===== src/rtl/alu_share_arb.sv =====
// Two-requester round-robin arbiter that time-shares one accum5 ALU datapath.
// A transaction is latched in IDLE, issued for one cycle, waited out for the
// ALU latency, captured, and returned to the winner with a one-cycle done.
module alu_share_arb #(
    parameter int W         = 4,
    parameter int LAT       = 1,
    parameter int NUM_MODES = 12
) (
    input  logic         Clk,
    input  logic         nReset,
    input  logic         req0,
    input  logic [W-1:0] a0,
    input  logic [W-1:0] b0,
    input  logic [3:0]   m0,
    input  logic         cin0,
    input  logic         req1,
    input  logic [W-1:0] a1,
    input  logic [W-1:0] b1,
    input  logic [3:0]   m1,
    input  logic         cin1,
    output logic         gnt0,
    output logic         gnt1,
    output logic         done0,
    output logic         done1,
    output logic [W-1:0] rsp_r,
    output logic         rsp_of,
    output logic         rsp_err,
    output logic         alu_en,
    output logic [W-1:0] alu_a,
    output logic [W-1:0] alu_b,
    output logic [3:0]   alu_m,
    output logic         alu_cin,
    input  logic [W-1:0] alu_r,
    input  logic         alu_of
);

    typedef enum logic [2:0] {
        S_IDLE,
        S_ISSUE,
        S_WAIT,
        S_CAPT,
        S_DONE
    } state_t;

    localparam int CW = 4;
    // WAIT spans LAT-1 cycles: the counter is loaded with LAT-2 and WAIT exits on zero
    localparam logic [CW-1:0] WAIT_LOAD = CW'((LAT > 1) ? (LAT - 2) : 0);

    state_t         state;
    state_t         state_nxt;
    logic           rr;
    logic           sel;
    logic [CW-1:0]  cnt;

    logic           any_req;
    logic           pick1;
    logic [W-1:0]   pick_a;
    logic [W-1:0]   pick_b;
    logic [3:0]     pick_m;
    logic           pick_cin;
    logic           pick_legal;

    // Winner selection: a lone requester wins, contention goes to the rr pointer
    always_comb begin
        any_req    = req0 | req1;
        pick1      = req1 & (~req0 | rr);
        pick_a     = pick1 ? a1   : a0;
        pick_b     = pick1 ? b1   : b0;
        pick_m     = pick1 ? m1   : m0;
        pick_cin   = pick1 ? cin1 : cin0;
        pick_legal = ({28'd0, pick_m} < 32'(NUM_MODES));
    end

    // State register
    always_ff @(posedge Clk) begin
        if (!nReset) begin
            state <= S_IDLE;
        end else begin
            state <= state_nxt;
        end
    end

    // Next-state logic
    always_comb begin
        state_nxt = state;
        case (state)
            S_IDLE: begin
                if (any_req) begin
                    state_nxt = pick_legal ? S_ISSUE : S_DONE;
                end
            end
            S_ISSUE: state_nxt = (LAT > 1) ? S_WAIT : S_CAPT;
            S_WAIT: begin
                if (cnt == '0) begin
                    state_nxt = S_CAPT;
                end
            end
            S_CAPT:  state_nxt = S_DONE;
            S_DONE:  state_nxt = S_IDLE;
            default: state_nxt = S_IDLE;
        endcase
    end

    // Operand latch, wait counter, response capture and rr pointer
    // The alu_* output registers double as the operand latches; an illegal
    // request never loads them, so they keep their last issued values.
    always_ff @(posedge Clk) begin
        if (!nReset) begin
            rr      <= 1'b0;
            sel     <= 1'b0;
            cnt     <= '0;
            alu_a   <= '0;
            alu_b   <= '0;
            alu_m   <= '0;
            alu_cin <= 1'b0;
            rsp_r   <= '0;
            rsp_of  <= 1'b0;
            rsp_err <= 1'b0;
        end else begin
            case (state)
                S_IDLE: begin
                    if (any_req) begin
                        sel <= pick1;
                        if (pick_legal) begin
                            alu_a   <= pick_a;
                            alu_b   <= pick_b;
                            alu_m   <= pick_m;
                            alu_cin <= pick_cin;
                        end else begin
                            rsp_r   <= '0;
                            rsp_of  <= 1'b0;
                            rsp_err <= 1'b1;
                        end
                    end
                end
                S_ISSUE: begin
                    cnt <= WAIT_LOAD;
                end
                S_WAIT: begin
                    if (cnt != '0) begin
                        cnt <= cnt - CW'(1);
                    end
                end
                S_CAPT: begin
                    rsp_r   <= alu_r;
                    rsp_of  <= alu_of;
                    rsp_err <= 1'b0;
                end
                S_DONE: begin
                    rr      <= ~sel;
                    rsp_r   <= '0;
                    rsp_of  <= 1'b0;
                    rsp_err <= 1'b0;
                end
                default: begin
                    cnt <= '0;
                end
            endcase
        end
    end

    // Grant, done and issue strobes decoded from state and the selected requester
    always_comb begin
        gnt0   = (state != S_IDLE) & ~sel;
        gnt1   = (state != S_IDLE) &  sel;
        done0  = (state == S_DONE) & ~sel;
        done1  = (state == S_DONE) &  sel;
        alu_en = (state == S_ISSUE);
    end

endmodule

===== config.mk =====
export PLATFORM = sky130hd
export DESIGN_NAME = alu_share_arb
export DESIGN_NICKNAME = d
export VERILOG_FILES = /design/src/rtl/alu_share_arb.sv
export SDC_FILE = /design/constraint.sdc
export NUM_CORES = 1
export LEC_CHECK = 0
export BUFFER_PORTS_ARGS = -buffer_cell sky130_fd_sc_hd__buf_2
export CAP_MARGIN = 10
export CORE_ASPECT_RATIO = 0.7
export CORE_MARGIN = 2
export CORE_UTILIZATION = 52
export CTS_BUF_LIST = sky130_fd_sc_hd__clkbuf_16
export CTS_CLUSTER_DIAMETER = 150
export DETAILED_ROUTE_END_ITERATION = 10
export HOLD_SLACK_MARGIN = 0.1
export PLACE_DENSITY_LB_ADDON = 0.08
export SLEW_MARGIN = 30
export SYNTH_ARGS = -nofsm -noshare
export SYNTH_HDL_FRONTEND = slang
export SYNTH_SLANG_ARGS = --single-unit

===== constraint.sdc =====
create_clock -name Clk -period 3.7 [get_ports Clk]
set_input_delay 1.11 -clock Clk [delete_from_list [all_inputs] [get_ports Clk]]
set_output_delay 1.11 -clock Clk [all_outputs]
set_load 0.01 [all_outputs]

==> out/qor.csv, run 1 <==
stage,metric,value,unit
cells_and_area,fraction of layout cells with a size suffix above 1,31.3,%
flow_run,max cap viols,0,
cells_and_area,"most common cell after layout, fill and taps aside",buf_2,
placement,pre-CTS WS,0.870,ns
pwr,sequential fraction of design power,42.2,%
sta,skew final,0.00204,ns
sta,Hold WS,0.479,ns
grt,largest net degree at the start of global routing,26,
sta,Worst-Margin Slew,0.700,ns
pwr,switch share,33.3,%
grt,number of antenna violations at the first check in global routing,0,
detailed_routing,drt wl/cell,16.2,um
placement,PortBufs,58,
pwr,Peak VDD IR,0.000273,V
floorplanning,IO Pins,59,
worst_setup_path,reg2reg start,state[1]$_SDFFE_PN0P_,
min_path,Hold Path Class,reg -> reg,
clocking,"Gates resized, CTS repair",0,
worst_setup_path,crit-path max FO,14,
logic_synthesis,share of the yosys chip area belonging to registers,35.3,%
logic_synthesis,fraction of registers with async set/reset,0,%
pwr,pwr/cell area,473,nW/um2
detailed_routing,drt first pass iters,4,
sta,Tmin final,2.62,ns
min_path,hold path endpoint,rsp_err$_SDFFE_PN0P_,
pwr,Comb power frac,30.7,%
detailed_routing,routed wire length,4.30,mm
sta,Max-slew headroom,53.3,%
floorplanning,Vert. Die Dim,50.2,um
logic_synthesis,Main synth FF type,dfxtp_1,
floorplanning,DIE AREA,3520,um2
logic_synthesis,Synth Warn #,0,
worst_setup_path,Setup crit start kind,input port,
clocking,CTS Hold Buffers Added,0,
sta,unrepaired setup endpoints after global routing,no,
clocking,Max clock buf depth,2,
cells_and_area,final cell count without fillers,266,
min_path,Worst Hold Launch,rsp_err$_SDFFE_PN0P_,
clocking,clock root buffer,clkbuf_16,
run_status,status,"finished, final reports clean",
logic_synthesis,mapped cell area,1590,um2
clocking,"Reg clk slew, reported paths",0.07,ns
grt,vias in the first global route,1485,
worst_setup_path,Worst R2R Path Depth,4,
sta,TNS Setup,0,ns
clocking,# H-tree levels,1,
worst_setup_path,crit end category,flop,
floorplanning,core region area,2840,um2
cells_and_area,Final #Nets,267,
grt,Overflow after GRT,0,
worst_setup_path,Worst EP required,3.85,ns
logic_synthesis,Mapped Nets,220,
placement,GPL Wtd Cong,0.892,
clocking,number of CTS-inserted buffers,3,
pwr,Internal Pwr Total,605,uW
detailed_routing,average vias per placed instance,6.13,
placement,Post-DP Area,1840,um2
worst_setup_path,critical path class,in -> reg,
sta,final setup fails,0,
logic_synthesis,Avg Synthesized Cell Area,8.62,um2
worst_setup_path,reg2reg end,alu_a[2]$_SDFFE_PN0P_,
logic_synthesis,"flops & latches, synth",28,
pwr,P_sw,302,uW
worst_setup_path,"setup slack, reg-to-reg",1.56,ns
sta,Worst Slack Setup Final,1.08,ns
floorplanning,site row count,16,
grt,Global Route Usage Sum,24.5,%
cells_and_area,most frequent cells in the layout,"58 x buf_2, 28 x dfxtp_1, 21 x nor2_1",
logic_synthesis,Mapped Cells,184,
cells_and_area,# diodes,0,
cells_and_area,fin area,1920,um2
pwr,Pleak,0.818,nW
clocking,clk_lat worst skew,0.26,ns
logic_synthesis,Netlist cell types,44,
sta,fmax,382,MHz
detailed_routing,drc violations,0,
worst_setup_path,"Data arrival, critical path",2.77,ns
detailed_routing,detailed-route via count,1631,
detailed_routing,final antenna-violating net count,0,
min_path,Hold Path Cell Cnt,2,
logic_synthesis,Post-synth EDFFs,0,
placement,dpl hpwl,3.09,mm
clocking,CTS sink count,28,
floorplanning,Starting Density,55.8,%
clocking,CTS tree,done,
sta,final slew viol count,0,
detailed_routing,DR iter-0 viols,124,
clocking,buffer count from post-CTS setup fixing,0,
placement,cell total after placement,262,
floorplanning,die width,70.0,um
cells_and_area,Layout area overhead,20.7,%
pwr,power share of the clock group,27.1,%
grt,first-pass GRT wire length,7.03,mm
sta,Final Hold Vio Count,0,
sta,fin crit share,70.7,%
==> synthesized netlist by cell type, types with 2 or more instances <==
master	instances	area, um2
dfxtp_1	28	561
nor2_1	21	78.8
a21oi_1	16	80.1
a211oi_1	11	82.6
clkbuf_1	10	37.5
o221a_1	10	113
a22oi_1	6	45.0
inv_1	6	22.5
nand2_1	6	22.5
nand3_1	6	30.0
o22ai_1	6	37.5
a22o_1	5	43.8
and2_1	4	25.0
a21boi_0	3	22.5
buf_6	3	33.8
nand2b_1	3	18.8
nor2b_1	3	18.8
o21ai_0	3	15.0
o221a_2	3	33.8
and3_1	2	12.5
buf_2	2	10.0
mux2_1	2	22.5
nor3_4	2	32.5
or3_1	2	12.5
or3b_2	2	17.5
==> area by class of cell <==
class	instances	area (um2)
clock buffers	3	75.1
clock inverters	1	3.75
fillers	249	927
inverters	7	26.3
multi-input cells	133	915
flip-flops and latches	28	561
well taps	36	45.0
repair buffers	58	290
==> per-layer routing <==
metal / wire (um) / track usage (%)
met1: 1950 / 34.0
met3: 357 / 5.82
met2: 1970 / 40.0
met4: 21 / 3.53
met5: 0 / 0
==> worst max path at each step <==
stage	from	endpoint	slack, ns	depth (start not counted)
final	req0	alu_m[2]$_SDFFE_PN0P_	1.08	5
after global routing	req0	alu_m[2]$_SDFFE_PN0P_	1.01	5
after CTS	state[1]$_SDFFE_PN0P_	gnt0	1.11	3
after detailed placement	req0	alu_m[2]$_SDFFE_PN0P_	0.87	5
after global placement	req0	alu_m[2]$_SDFFE_PN0P_	0.92	5
after floorplan	req1	alu_m[2]$_SDFFE_PN0P_	1.47	5
==> registers in the layout (all words and copies together) (netlist names) <==
name     cells
alu_m        4
alu_b        4
rsp_of       1
sel          1
alu_cin      1
rsp_err      1
state        3
rr           1
rsp_r        4
cnt          4
alu_a        4
==> logic make-up (layout without fill, tap and decap cells) <==
family          after synthesis  in the layout  synth area share (%)
compound gates               73             73                  35.0
simple gates                 57             57                  20.4
flops                        28             28                  35.3
buf+inv                      23             69                  7.02
mux                           2              2                  1.42
fa+ha+maj                     1              1                 0.789
==> worst max-delay path, cell delays in order <==
cell	delay, ns
buf_2	0.13
nand2b_1	0.37
and2_1	0.54
mux2_1	0.38
o221a_2	0.24
==> power by group through the flow <==
stage | registers (mW) | logic (mW) | clock network [mW]
2_1_floorplan | 0.385 | 0.193 | 0
3_3_place_gp | 0.384 | 0.267 | 0
3_5_place_dp | 0.388 | 0.273 | 0
4_1_cts | 0.382 | 0.276 | 0.251
5_1_grt | 0.388 | 0.303 | 0.261
6_report | 0.383 | 0.278 | 0.246
==> stage by stage <==
step	total power, mW	util (%)
6_report	0.907	67.4
5_1_grt	0.952	67.4
4_1_cts	0.908	67.4
3_5_place_dp	0.660	64.6
3_3_place_gp	0.651	64.6
2_1_floorplan	0.578	-
Power figures use the tool's default switching activity.
==> inputs of run 2 (changes only) <==
- CORE_UTILIZATION: 52 -> 44
- clock period: 3.7 -> 2.4 ns (I/O delays scaled with it)
==> run 2 against run 1 <==
Compared with the run above:
- final area up 4.6%
- largest power group unchanged
- hold slack lost 0.0087 ns
- final cell count increased by 7.5%
- global-route usage decreased by 3.2 points
- power grew 68%
- sequential share of layout area down 1.3 points
- largest cell class unchanged
- critical path depth shrank 1
- utilization is 10 points lower
- first-iteration DRC count down 29%
- critical path type is now reg -> out
- clock skew increased by 0.0025 ns
- worst setup slack lost 0.88 ns
==> out/qor.csv, run 2 (synthesis gave the netlist of run 1 again) <==
stage,metric,value,unit,change
sta,skew final,0.00456,ns,+0.00252 ns
cells_and_area,Fillers,328,,+32%
detailed_routing,drc violations,0,,unchanged
cells_and_area,# diodes,0,,unchanged
run_status,status,"finished, final reports clean",,
cells_and_area,Layout area overhead,26.3,%,
clocking,number of CTS-inserted buffers,3,,unchanged
sta,final slew viol count,0,,unchanged
detailed_routing,final antenna-violating net count,0,,unchanged
clocking,CTS Hold Buffers Added,0,,unchanged
detailed_routing,detailed-route via count,1615,,-0.98%
floorplanning,Vert. Die Dim,54.2,um,+8.0%
clocking,"Gates resized, CTS repair",0,,unchanged
sta,Max-slew headroom,54.0,%,+0.71 points
worst_setup_path,crit-path max FO,15,,+1
pwr,Comb power frac,28.9,%,-1.8 points
floorplanning,IO Pins,59,,unchanged
clocking,CTS sink count,28,,unchanged
worst_setup_path,critical path class,reg -> out,,
clocking,buffer count from post-CTS setup fixing,0,,unchanged
worst_setup_path,Worst EP required,1.68,ns,-2.17 ns
flow_run,max cap viols,0,,unchanged
grt,Global Route Usage Sum,21.3,%,-3.2 points
placement,GPL Wtd Cong,0.796,,-11%
sta,Final Hold Vio Count,0,,unchanged
pwr,Pleak,0.860,nW,+5.2%
pwr,P_sw,468,uW,+55%
pwr,Internal Pwr Total,1.05,mW,+74%
floorplanning,die width,75.8,um,+8.2%
sta,Worst-Margin Slew,0.690,ns,-0.0107 ns
pwr,Peak VDD IR,0.000333,V,+22%
floorplanning,site row count,18,,+2
detailed_routing,drt wl/cell,14.8,um,-8.5%
cells_and_area,sequential cell area,561,um2,unchanged
clocking,CTS tree,done,,
sta,unrepaired setup endpoints after global routing,no,,
placement,dpl hpwl,3.14,mm,+1.4%
worst_setup_path,Setup crit start kind,flop,,
detailed_routing,routed wire length,4.23,mm,-1.6%
pwr,switch share,30.7,%,-2.6 points
pwr,sequential fraction of design power,38.7,%,-3.5 points
detailed_routing,drt first pass iters,4,,unchanged
pwr,pwr/cell area,759,nW/um2,+60%
cells_and_area,Final #Nets,273,,+2.2%
sta,fin crit share,91.6,%,
floorplanning,Starting Density,45.4,%,-10 points
sta,final setup fails,0,,unchanged
cells_and_area,Multi-input gate area,915,um2,unchanged
sta,Worst Slack Setup Final,0.201,ns,-0.882 ns
pwr,power share of the clock group,32.5,%,+5.4 points
sta,fmax,455,MHz,
cells_and_area,fraction of layout cells with a size suffix above 1,33.5,%,+2.2 points
cells_and_area,"most common cell after layout, fill and taps aside",buf_2,,
grt,Overflow after GRT,0,,unchanged
floorplanning,DIE AREA,4110,um2,+17%
clocking,Max clock buf depth,2,,unchanged
placement,PortBufs,58,,unchanged
min_path,Hold Path Class,reg -> reg,,
clocking,clock root buffer,clkbuf_16,,
placement,pre-CTS WS,0.279,ns,-0.591 ns
grt,largest net degree at the start of global routing,25,,-3.8%
grt,first-pass GRT wire length,6.63,mm,-5.7%
detailed_routing,DR iter-0 viols,88,,-29%
worst_setup_path,crit end category,output port,,
cells_and_area,most frequent cells in the layout,"58 x buf_2, 28 x dfxtp_1, 21 x nor2_1",,
grt,number of antenna violations at the first check in global routing,0,,unchanged
worst_setup_path,"Data arrival, critical path",1.48,ns,-1.29 ns
sta,TNS Setup,0,ns,unchanged
clocking,# H-tree levels,1,,unchanged
grt,vias in the first global route,1438,,-3.2%
detailed_routing,average vias per placed instance,5.65,,-7.9%
pwr,Design Power,1.52,mW,+68%
clocking,clk_lat worst skew,0.26,ns,about the same
clocking,"Reg clk slew, reported paths",0.07,ns,about the same
floorplanning,core region area,3490,um2,+23%
sta,Tmin final,2.20,ns,
## run 2: cell type report
cell class	count	area share [%]
clock buffers	3	3.75
clock inverters	1	1.50
inverters	7	1.31
multi-input cells	133	45.6
flip-flops and latches	28	28.0
well taps	50	3.12
repair buffers	64	16.7
## run 2: metal layers
metal  up-vias  GRT usage, %  part of all wire, %
met4         0          4.09                 0.33
li1        805             -                    -
met2        54          31.9                   44
met5         -             0                    0
met3         2          5.34                  6.2
met1       754          31.2                   50
## run 2: path summary, 6_finish.rpt
kind | depth (start not counted) | startpoint | slack (ns) | to
setup reg to reg | 4 | state[1]$_SDFFE_PN0P_ | 0.53 | alu_m[2]$_SDFFE_PN0P_
hold reg to reg | 2 | rsp_err$_SDFFE_PN0P_ | 0.47 | rsp_err$_SDFFE_PN0P_
setup / recovery | 4 | state[0]$_SDFFE_PN0P_ | 0.20 | done0
hold / removal | 2 | rsp_err$_SDFFE_PN0P_ | 0.47 | rsp_err$_SDFFE_PN0P_
## run 2: power by group through the flow
stage | logic, mW | clock network (mW) | registers (mW)
after global routing | 0.485 | 0.526 | 0.598
after floorplan | 0.297 | 0 | 0.594
after global placement | 0.425 | 0 | 0.595
after CTS | 0.439 | 0.500 | 0.587
after detailed placement | 0.437 | 0 | 0.597
final | 0.439 | 0.493 | 0.588
## run 2: worst max-delay path: stages, from the launching register on
cell	delay, ns
dfxtp_1	0.49
nor2_1	0.25
nand2_1	0.12
nor2_1	0.19
buf_2	0.16
## run 2: metrics by stage
stage / cell area [um2] / cells / util, % / hold slack [ns]
3_3_place_gp: 1900 / 282 / 54.4 / 0.452
3_5_place_dp: 1900 / 282 / 54.4 / 0.457
5_1_grt: 2000 / 286 / 57.4 / 0.512
6_report: 2000 / 286 / 57.4 / 0.470
4_1_cts: 2000 / 286 / 57.4 / 0.470
2_1_floorplan: 1590 / 184 / - / 0.470
==> inputs of run 3 (changes only) <==
- ABC_CLOCK_PERIOD_IN_PS: unset -> 2400
- CELL_PAD_IN_SITES_DETAIL_PLACEMENT: unset -> 0
- CELL_PAD_IN_SITES_GLOBAL_PLACEMENT: unset -> 1
- CORE_UTILIZATION: 44 -> 32
==> run 3 against run 2 <==
Compared with the run above:
- clock-buffer cell count did not move
- highest routed layer unchanged
- via count rose by 0.37%
- register-to-register slack improved by 0.03 ns
- clock power rose by 1%
- clock skew barely moved
- critical endpoint unchanged
- utilization fell by 15 points
- hold slack improved by 0.0083 ns
- power rose by 1.3%
- sequential share of layout area fell by 0.43 points
- critical path depth did not move
- maximum frequency rose by 1.1%
- largest cell class unchanged
==> out/qor.csv, run 3 (synthesis gave the netlist of run 1 again) <==
stage,metric,value,unit,change
run_status,status,"finished, final reports clean",,
floorplanning,DIE AREA,5550,um2,+35%
worst_setup_path,"most used cell, CP",nor2_1,,
cells_and_area,Layout area overhead,28.3,%,
min_path,Worst Hold Launch,rsp_err$_SDFFE_PN0P_,,
min_path,hold path endpoint,rsp_err$_SDFFE_PN0P_,,
pwr,pwr/cell area,757,nW/um2,-0.21%
placement,GPL Wtd Cong,0.804,,+0.97%
detailed_routing,routed wire length,4.72,mm,+11%
worst_setup_path,Worst R2R Path Depth,4,,unchanged
clocking,buffer count from post-CTS setup fixing,0,,unchanged
cells_and_area,Fillers,504,,+54%
clocking,CTS tree,done,,
clocking,CTS sink count,28,,unchanged
grt,vias in the first global route,1429,,-0.63%
cells_and_area,fraction of layout cells with a size suffix above 1,33.8,%,+0.28 points
placement,PortBufs,58,,unchanged
floorplanning,IO Pins,59,,unchanged
clocking,number of CTS-inserted buffers,3,,unchanged
clocking,Max clock buf depth,2,,unchanged
detailed_routing,drc violations,0,,unchanged
grt,number of antenna violations at the first check in global routing,0,,unchanged
worst_setup_path,critical path's slowest cell,dfxtp_1,,
detailed_routing,DR iter-0 viols,75,,-15%
sta,TNS Setup,0,ns,unchanged
worst_setup_path,reg2reg start,state[1]$_SDFFE_PN0P_,,
worst_setup_path,critical path class,reg -> out,,
worst_setup_path,Setup crit start kind,flop,,
detailed_routing,drt first pass iters,4,,unchanged
placement,dpl hpwl,3.50,mm,+12%
min_path,Hold Path Class,reg -> reg,,
floorplanning,core region area,4780,um2,+37%
sta,Final Hold Vio Count,0,,unchanged
sta,Worst Slack Setup Final,0.225,ns,+0.0239 ns
pwr,Pleak,0.865,nW,+0.54%
floorplanning,Starting Density,33.2,%,-12 points
clocking,"Gates resized, CTS repair",0,,unchanged
grt,largest net degree at the start of global routing,18,,-28%
placement,pre-CTS WS,0.311,ns,+0.0324 ns
grt,Overflow after GRT,0,,unchanged
sta,Worst-Margin Slew,0.584,ns,-0.105 ns
cells_and_area,Final #Nets,274,,+0.37%
worst_setup_path,"Data arrival, critical path",1.45,ns,-0.03 ns
detailed_routing,drt wl/cell,15.4,um,+4.2%
worst_setup_path,worst-path cell chain,nor2_1 -> nand2_1 -> nor2_1 -> buf_2,,
clocking,clk_lat worst skew,0.26,ns,about the same
sta,Hold WS,0.479,ns,+0.00830 ns
floorplanning,die width,88.2,um,+16%
sta,fmax,460,MHz,+1.1%
sta,fin crit share,90.6,%,-1.0 points
sta,unrepaired setup endpoints after global routing,no,,
floorplanning,Vert. Die Dim,62.9,um,+16%
cells_and_area,"most common cell after layout, fill and taps aside",buf_2,,
cells_and_area,most frequent cells in the layout,"58 x buf_2, 28 x dfxtp_1, 21 x nor2_1",,
detailed_routing,average vias per placed instance,5.30,,-6.2%
clocking,# H-tree levels,1,,unchanged
sta,Tmin final,2.17,ns,-0.0239 ns
worst_setup_path,"setup slack, reg-to-reg",0.56,ns,+0.03 ns
clocking,"Reg clk slew, reported paths",0.07,ns,about the same
detailed_routing,final antenna-violating net count,0,,unchanged
cells_and_area,# diodes,0,,unchanged
worst_setup_path,crit end category,output port,,
sta,final slew viol count,0,,unchanged
grt,first-pass GRT wire length,7.48,mm,+13%
worst_setup_path,Worst EP required,1.68,ns,about the same
worst_setup_path,crit-path max FO,15,,unchanged
worst_setup_path,Worst path max stage delay,0.68,ns,+0.19 ns
detailed_routing,detailed-route via count,1621,,+0.37%
sta,final setup fails,0,,unchanged
min_path,Hold Path Cell Cnt,2,,unchanged
sta,skew final,0.00465,ns,+0.0000906 ns
flow_run,max cap viols,0,,unchanged
grt,Global Route Usage Sum,17.2,%,-4.1 points
clocking,clock root buffer,clkbuf_16,,
pwr,Peak VDD IR,0.000283,V,-15%
clocking,CTS Hold Buffers Added,0,,unchanged
worst_setup_path,reg2reg end,cnt[0]$_SDFFE_PN0P_,,
floorplanning,site row count,21,,+3
sta,Max-slew headroom,61.0,%,+7.0 points
-- run 3: cell types whose count changed in the layout (fill, tap and decap cells not counted) --
cell,delta
buf_4,+1
-- run 3: how the worst max path moves through the flow --
stage                               start                    end  slack, ns
floorplan                            req1  alu_m[2]$_SDFFE_PN0P_       0.56
global placement                    m0[3]  alu_m[1]$_SDFFE_PN0P_       0.38
detailed placement                  m0[3]  alu_m[0]$_SDFFE_PN0P_       0.31
CTS                 state[0]$_SDFFE_PN0P_                  done0       0.23
global route        state[0]$_SDFFE_PN0P_                  done0        0.1
finish              state[0]$_SDFFE_PN0P_                  done0       0.23
-- run 3: through the flow --
stage               cells  power [mW]  utilization [%]  area [um2]
finish                306        1.54             42.6        2040
global route          306        1.63             42.6        2040
CTS                   306        1.56             42.6        2040
detailed placement    302        1.05             40.4        1930
global placement      302        1.04             40.4        1930
floorplan             184       0.891                -        1590
-- run 3: layer usage --
layer  GRT usage [%]  vias to the layer above  part of all wire, %
li1                -                      808                    -
met2            22.1                       56                   40
met1            28.4                      755                   54
met3            4.23                        2                  5.4
met4            2.65                        0                 0.57
met5               0                        -                    0
-- run 3: worst max-delay path, delay by kind of cell, from the launching register on --
family,cells,cell delay (ns)
flops,1,0.68
simple gates,3,0.36
buf+inv,1,0.15
-- run 3: area by class of cell --
type                            instances  area [um2]  area share (%)
Multi-Input combinational cell        133         915            44.9
Clock inverter                          1        30.0            1.48
Timing Repair Buffer                   65         343            16.8
Clock buffer                            3        75.1            3.69
Tap cell                               69        86.3            4.24
Inverter                                7        26.3            1.29
Sequential cell                        28         561            27.5
-- run 3: power by group --
part,total (mW),internal (mW),switching (mW),leakage (nW)
combinational,0.452,0.200,0.252,0.584
clock,0.500,0.332,0.168,0.0511
sequential,0.589,0.526,0.0631,0.230
